--- src/rtl/boot_image_sequencer.sv ---
// boot_image_sequencer
// Copies an image from a synchronous boot ROM into core memory through the
// core's download port, then pulses execute_enable with the latched entry
// address. Runs in the clk_sys domain between the boot ROM and the core.
//
// Ports:
//   clk_sys        system clock
//   reset          synchronous, active-high reset
//   start          pulse; begins a copy when idle
//   len            words to copy (sampled at start)
//   dst_base       destination base address (sampled at start)
//   exec_addr_in   entry address (sampled at start)
//   rom_addr       ROM word index
//   rom_data       ROM data, valid LAT cycles after rom_addr changes
//   dn_go          high while copying
//   dn_wr          write strobe
//   dn_addr        write address
//   dn_data        write data
//   dn_wait        backpressure; write accepted when dn_wr=1 and dn_wait=0
//   execute_enable one-cycle pulse at completion
//   execute_addr   latched entry address, held until the next start
//   count          words accepted in the current/last copy
module boot_image_sequencer #(
    parameter int AW         = 16,
    parameter int DW         = 8,
    parameter int LAT        = 1,
    parameter int AUTO_START = 1
) (
    input  logic          clk_sys,
    input  logic          reset,
    input  logic          start,
    input  logic [AW-1:0] len,
    input  logic [AW-1:0] dst_base,
    input  logic [AW-1:0] exec_addr_in,
    output logic [AW-1:0] rom_addr,
    input  logic [DW-1:0] rom_data,
    output logic          dn_go,
    output logic          dn_wr,
    output logic [AW-1:0] dn_addr,
    output logic [DW-1:0] dn_data,
    input  logic          dn_wait,
    output logic          execute_enable,
    output logic [AW-1:0] execute_addr,
    output logic [AW-1:0] count
);

    typedef enum logic [1:0] {
        IDLE  = 2'd0,
        FETCH = 2'd1,
        WRITE = 2'd2,
        DONE  = 2'd3
    } state_t;

    localparam logic [AW-1:0] ZERO     = {AW{1'b0}};
    localparam logic [AW-1:0] ONE      = {{(AW-1){1'b0}}, 1'b1};
    localparam logic [1:0]    LAT_LAST = 2'(LAT - 1);
    localparam logic          AUTO_BIT = (AUTO_START != 0);

    state_t        state_r, state_nxt;
    logic [AW-1:0] rom_addr_r, rom_addr_nxt;   // doubles as the word index
    logic [AW-1:0] len_r, len_nxt;
    logic [AW-1:0] base_r, base_nxt;
    logic [AW-1:0] exec_addr_r, exec_addr_nxt;
    logic [AW-1:0] count_r, count_nxt;
    logic [AW-1:0] dn_addr_r, dn_addr_nxt;
    logic [DW-1:0] dn_data_r, dn_data_nxt;
    logic [1:0]    fetch_cnt_r, fetch_cnt_nxt;
    logic          dn_go_r, dn_go_nxt;
    logic          dn_wr_r, dn_wr_nxt;
    logic          exec_en_r, exec_en_nxt;
    logic          auto_pend_r, auto_pend_nxt;   // set only for the first cycle out of reset

    // State and datapath registers with synchronous reset
    always_ff @(posedge clk_sys) begin
        if (reset) begin
            state_r     <= IDLE;
            rom_addr_r  <= ZERO;
            len_r       <= ZERO;
            base_r      <= ZERO;
            exec_addr_r <= ZERO;
            count_r     <= ZERO;
            dn_addr_r   <= ZERO;
            dn_data_r   <= {DW{1'b0}};
            fetch_cnt_r <= 2'd0;
            dn_go_r     <= 1'b0;
            dn_wr_r     <= 1'b0;
            exec_en_r   <= 1'b0;
            auto_pend_r <= AUTO_BIT;
        end else begin
            state_r     <= state_nxt;
            rom_addr_r  <= rom_addr_nxt;
            len_r       <= len_nxt;
            base_r      <= base_nxt;
            exec_addr_r <= exec_addr_nxt;
            count_r     <= count_nxt;
            dn_addr_r   <= dn_addr_nxt;
            dn_data_r   <= dn_data_nxt;
            fetch_cnt_r <= fetch_cnt_nxt;
            dn_go_r     <= dn_go_nxt;
            dn_wr_r     <= dn_wr_nxt;
            exec_en_r   <= exec_en_nxt;
            auto_pend_r <= auto_pend_nxt;
        end
    end

    // Next-state and next-output logic; outputs are registered so each
    // transition sets the values the next state must present
    always_comb begin
        state_nxt     = state_r;
        rom_addr_nxt  = rom_addr_r;
        len_nxt       = len_r;
        base_nxt      = base_r;
        exec_addr_nxt = exec_addr_r;
        count_nxt     = count_r;
        dn_addr_nxt   = dn_addr_r;
        dn_data_nxt   = dn_data_r;
        fetch_cnt_nxt = fetch_cnt_r;
        dn_go_nxt     = dn_go_r;
        dn_wr_nxt     = dn_wr_r;
        exec_en_nxt   = 1'b0;
        auto_pend_nxt = 1'b0;

        case (state_r)
            IDLE: begin
                if (start || auto_pend_r) begin
                    len_nxt       = len;
                    base_nxt      = dst_base;
                    exec_addr_nxt = exec_addr_in;
                    rom_addr_nxt  = ZERO;
                    count_nxt     = ZERO;
                    fetch_cnt_nxt = 2'd0;
                    if (len == ZERO) begin
                        // Empty image: go straight to the completion pulse
                        state_nxt   = DONE;
                        dn_go_nxt   = 1'b0;
                        exec_en_nxt = 1'b1;
                    end else begin
                        state_nxt = FETCH;
                        dn_go_nxt = 1'b1;
                    end
                end else begin
                    state_nxt = IDLE;
                end
            end
            FETCH: begin
                if (fetch_cnt_r == LAT_LAST) begin
                    // ROM output has settled for the current index
                    dn_data_nxt   = rom_data;
                    dn_addr_nxt   = base_r + rom_addr_r;
                    dn_wr_nxt     = 1'b1;
                    fetch_cnt_nxt = 2'd0;
                    state_nxt     = WRITE;
                end else begin
                    fetch_cnt_nxt = fetch_cnt_r + 2'd1;
                end
            end
            WRITE: begin
                if (!dn_wait) begin
                    count_nxt = count_r + ONE;
                    dn_wr_nxt = 1'b0;
                    // Compare against len-1 so a full 2^AW-1 image never overflows the index
                    if (rom_addr_r == len_r - ONE) begin
                        state_nxt   = DONE;
                        dn_go_nxt   = 1'b0;
                        exec_en_nxt = 1'b1;
                    end else begin
                        rom_addr_nxt = rom_addr_r + ONE;
                        state_nxt    = FETCH;
                    end
                end else begin
                    dn_wr_nxt = 1'b1;
                end
            end
            DONE: begin
                state_nxt = IDLE;
            end
            default: begin
                state_nxt = IDLE;
            end
        endcase
    end

    assign rom_addr       = rom_addr_r;
    assign dn_go          = dn_go_r;
    assign dn_wr          = dn_wr_r;
    assign dn_addr        = dn_addr_r;
    assign dn_data        = dn_data_r;
    assign execute_enable = exec_en_r;
    assign execute_addr   = exec_addr_r;
    assign count          = count_r;

endmodule
--- config.mk ---
export PLATFORM = sky130hd
export DESIGN_NAME = boot_image_sequencer
export DESIGN_NICKNAME = d
export VERILOG_FILES = /design/src/rtl/boot_image_sequencer.sv
export SDC_FILE = /design/constraint.sdc
export NUM_CORES = 1
export LEC_CHECK = 0
export CAP_MARGIN = 15
export CELL_PAD_IN_SITES_DETAIL_PLACEMENT = 2
export CELL_PAD_IN_SITES_GLOBAL_PLACEMENT = 2
export CORE_UTILIZATION = 28
export CTS_CLUSTER_DIAMETER = 60
export DETAILED_ROUTE_END_ITERATION = 7
export HOLD_SLACK_MARGIN = 0.03
export PLACE_DENSITY = 0.76
export SLEW_MARGIN = 20
export SYNTH_ARGS = -nofsm -noshare
export SYNTH_HDL_FRONTEND = slang
export SYNTH_SLANG_ARGS = --single-unit
--- constraint.sdc ---
create_clock -name clk_sys -period 4.6 [get_ports clk_sys]
set_clock_uncertainty 0.15 [all_clocks]
set_input_delay 1.38 -clock clk_sys [delete_from_list [all_inputs] [get_ports clk_sys]]
set_output_delay 1.38 -clock clk_sys [all_outputs]
set_load 0.01 [all_outputs]
## Word level (Yosys, flattened, before mapping)

Index checks and enable logic that the tools add are counted.

| word-level totals | value |
|---|---|
| flip-flop bits (word level) | 112 |
| output and inout bits | 75 |
| input bits | 60 |

| cells by class | value |
|---|---|
| mux-type cells | 29 |
| eq/ne operators | 9 |
| reductions and logical operators | 15 |
| add/sub/neg operators | 5 |

Operators with widths:

| cell | number |
|---|---|
| $mux W16 | 4 |
| $pmux W16 S2 | 2 |
| $add A16 B1 Y16 const B | 2 |
| $add A16 B16 Y16 | 1 |
| $eq A16 B16 Y1 | 1 |
| $logic_not A16 Y1 | 1 |
| $sub A16 B1 Y16 const B | 1 |
| $mux W2 | 7 |
| $mux W1 | 11 |
| $ne A2 B2 Y1 const B | 5 |
| $reduce_and A2 Y1 | 5 |
| $pmux W2 S4 | 1 |
| $reduce_and A4 Y1 | 2 |
| $pmux W1 S2 | 3 |
| $reduce_bool A2 Y1 | 3 |
| $eq A2 B2 Y1 const B | 2 |
| $logic_not A2 Y1 | 2 |
| $pmux W2 S2 | 1 |
| $reduce_and A3 Y1 | 1 |
| $add A2 B1 Y2 const B | 1 |
| $eq A2 B1 Y1 const B | 1 |
| $logic_or A1 B1 Y1 | 1 |

## Logic depth before layout (Yosys ltp)

| depth | value |
|---|---|
| word-level depth | 5 |
| mapped depth | 11 |

## Least setup slack after synthesis

OpenSTA, ideal clock, no wires.

| timing | value |
|---|---|
| path type | input to register |
| from | in dn_wait |
| to | reg count_r[13], in the netlist count[13] |
| path slack | 1.295 ns |
| library setup time | 0.128 ns |
| data arrival time | 3.027 ns |
| cell stages on the path | 9 |
| cells stage by stage | or3b_2 clkbuf_1 o21ai_0 and4_1 nand2_1 nor2_1 nand3_1 xor2_1 nor2_1 |

| between the ends | value |
|---|---|
| word-level cells in the longest chain between the ends | 2 |

RTL lines:

| element | line | RTL |
|---|---|---|
| start, declared | 41 | `input logic dn_wait,` |
| $ne A2 B2 Y1 (no line) | n/a |  |
| $reduce_and A3 Y1 (no line) | n/a |  |
| end signal, assigned | 95 | `count_r <= count_nxt;` |
| end, declared | 64 | `logic [AW-1:0] count_r, count_nxt;` |

Every way passes these cells.
A chain may end at the register's enable or synchronous reset.

## Final worst setup path

| timing | value |
|---|---|
| from | reg rom_addr_r[1], in the netlist rom_addr[1] |
| to | reg dn_addr_r[15], in the netlist dn_addr[15] |

| between the ends | value |
|---|---|
| word-level cells in the longest chain between the ends | 1 |

RTL lines:

| element | line | RTL |
|---|---|---|
| start, declared | 60 | `logic [AW-1:0] rom_addr_r, rom_addr_nxt;` |
| start signal, assigned | 91 | `rom_addr_r <= rom_addr_nxt;` |
| $add A16 B16 Y16 | 149 | `dn_addr_nxt = base_r + rom_addr_r;` |
| end signal, assigned | 96 | `dn_addr_r <= dn_addr_nxt;` |
| end, declared | 65 | `logic [AW-1:0] dn_addr_r, dn_addr_nxt;` |

Every way passes these cells.

==> impl_metrics.yaml <==
cts:
  cts_buffers: 9
  post_cts_buffers: 0
  clk_transition_reported_paths_ns: 0.08
  cts_tree: "done"
  clockRootBuffer: "clkbuf_16"
  clkSinkCount: 112
  cts_resized: 0
  clock_latency_ns: 0.36
  ctsLongestPathBuffers: 2
  htree_num_levels: 3
  hold_buffers: 0
grt:
  grt_pass1_wl_um: 31700
  antenna_found_initial: 0
  globalRoute.totalOverflow: 0
  grt_pass1_vias: 6016
  grt_start_max_net_pins: 42
  grtUsageTotal_pct: 20.2
floorplan:
  die-area_mm2: 0.0203
  floorplan.core_area_mm2: 0.0194
  core.rowCount: 51
  initial_core_util_pct: 28.5
  die_width_um: 142
  die_y_um: 142
  ios: 135
synth:
  netlist-cell-type-count: 56
  yosys_warnings: 0
  synth-edff-count: 0
  synth_area_mm2: 0.00553
  synth_cells: 698
  synth_sequential_area_ratio_pct: 40.6
  synth_seq_cells: 112
  syn_avg_cell_area_um2: 7.92
  synth_top_flop_cell: "dfxtp_1"
  synth_async_sr_flop_share_pct: 0
  syn-num-nets: 779
timing:
  hold_violations: 0
  post-route-period-util_pct: 82.8
  tightest_slew_ns: 0.897
  setup_violations: 0
  max_freq_mhz: 263
  maxSlewViolCount: 0
  period_needed_ns: 3.81
  max_slew_margin_pct: 40.2
  rsz0062_at_grt: "no"
  setup-tns-final_ns: 0
pwr:
  p_per_area_mw_per_mm2: 315
  leakagePower_nw: 2.78
  ir_drop_uv: 205
layout:
  fill_cells: 2244
  final_cell_mix: "nand2_1, clkdlybuf4s50_1, dfxtp_1"
  antenna_cells: 0
  fin_nets: 902
  instances_no_fill: 1091
  final_common_cell: "nand2_1"
  syn2layout_area_growth_pct: 34.8
  utilization_pct: 38.4
  layout-drive-gt1-share_pct: 5.21
routing:
  drt_iter0_drc: 251
  dr.pass1.iters: 4
  viasPerCell: 5.03
  vias: 5491
  wl_per_cell_um: 18.3
  routed_wl_um: 19900
  ant_nets: 0
  route.detailed.drc: 0
place:
  gp_congestion: 0.819
  place_inst: 1075
  io_buffers: 134
  dp_hpwl_um: 15400
setup_path:
  critPathLaunchType: "register"
  critPathRequiredTime_ns: 4.72
  r2r-end: "dn_addr[15]$_SDFFE_PP0P_"
  end_kind: "register"
  ff2ff_path_depth: 10
  timing.rr.start: "rom_addr[1]$_SDFFE_PP0P_"
  reg2reg_slack_ns: 0.79
  critPathLaunch: "rom_addr[1]$_SDFFE_PP0P_"
  cp.arrival_ns: 3.93
  crit_path_end: "dn_addr[15]$_SDFFE_PP0P_"
  critical_path_peak_fanout: 7
  worstSetupPathType: "register to register"
min_path:
  hp-class: "register to register"
run_status:
  outcome: "complete, no violations"
job:
  maxCapViolCount: 0
==> worst max-delay path, stage by stage, from the launching register on <==
cell and delay (ns):
dfxtp_1 0.31, buf_4 0.16, ha_1 0.29, a21oi_1 0.27
o2111ai_1 0.26, a2111oi_0 0.71, nor3_1 0.13, a2111oi_0 0.70
a21oi_1 0.26, xnor2_1 0.21, a211oi_1 0.26
==> worst min path at each step <==
| stage | end | cells after the start | from |
|---|---|---|---|
| floorplan | base_r[0]$_SDFFE_PP0P_ | 2 | base_r[0]$_SDFFE_PP0P_ |
| global placement | execute_addr[14]$_SDFFE_PP0P_ | 2 | execute_addr[14]$_SDFFE_PP0P_ |
| detailed placement | dn_data[5]$_SDFFE_PP0P_ | 2 | dn_data[5]$_SDFFE_PP0P_ |
| CTS | dn_addr[6]$_SDFFE_PP0P_ | 2 | dn_addr[6]$_SDFFE_PP0P_ |
| global route | dn_addr[13]$_SDFFE_PP0P_ | 2 | dn_addr[13]$_SDFFE_PP0P_ |
| finish | dn_addr[6]$_SDFFE_PP0P_ | 2 | dn_addr[6]$_SDFFE_PP0P_ |
==> layout make-up <==
cell class                 instances  area (um2)  area share (%)
multi-input combinational        534        3080            41.3
sequential                       112        2240            30.1
timing repair buffer             147        1430            19.3
tap                              265         332            4.45
clock buffer                       9         225            3.02
clock inverter                     7        75.1            1.01
inverter                          17        63.8           0.857
==> report_power, final <==
group	switching (mW)	internal [mW]	total, mW
registers	0.0483	1.02	1.07
logic	0.252	0.201	0.452
clock network	0.392	0.428	0.820
==> registers in the layout, summed over array words and instances, names as in the netlist <==
name and cells:
count 16, state_r 2, dn_go 1, len_r 16, dn_wr 1, auto_pend_r 1
execute_enable 1, execute_addr 16, rom_addr 16, fetch_cnt_r 2, dn_data 8, dn_addr 16
base_r 16
==> stage by stage <==
| stage | cell area [um2] | power, mW | hold WS, ns | worst slack [ns] |
|---|---|---|---|---|
| 3_5_place_dp | 7150 | 1.55 | 0.303 | 0.621 |
| 2_1_floorplan | 5530 | 1.34 | 0.290 | 1.30 |
| 4_1_cts | 7450 | 2.38 | 0.314 | 0.833 |
| 3_3_place_gp | 7150 | 1.52 | 0.292 | 0.775 |
| 6_report | 7450 | 2.34 | 0.308 | 0.793 |
| 5_1_grt | 7450 | 2.46 | 0.329 | 0.483 |
==> cells in the mapped netlist, drive strengths merged, types with 8 or more instances <==
master	count	area, um2
clkbuf	28	105
nor2	49	184
nand3	20	100
or4	9	67.6
inv	17	63.8
nor3	10	50.1
xnor2	22	193
o21ai	11	55.1
nand2	163	614
or3	8	60.1
ha	20	250
and3	10	62.6
a21oi	98	498
xor2	20	175
dfxtp	112	2240
==> per-layer routing <==
layer	up-vias	wire, um	GRT usage (%)
li1	2665	-	-
met1	2696	8290	22.5
met2	109	10300	37.5
met3	21	949	5.18
met4	0	353	5.72
met5	-	0	0
==> kinds of logic after synthesis <==
group	after synthesis	synth area share, %
buffers and inverters	52	3.89
AND/OR/NAND/NOR	303	25.2
XOR/XNOR	42	6.66
flip-flops	112	40.6
multiplexers	3	0.543
adder cells (fa/ha/maj)	21	4.89
AO/OA/AOI/OAI	165	18.2
(Power assumes the default switching activity.)
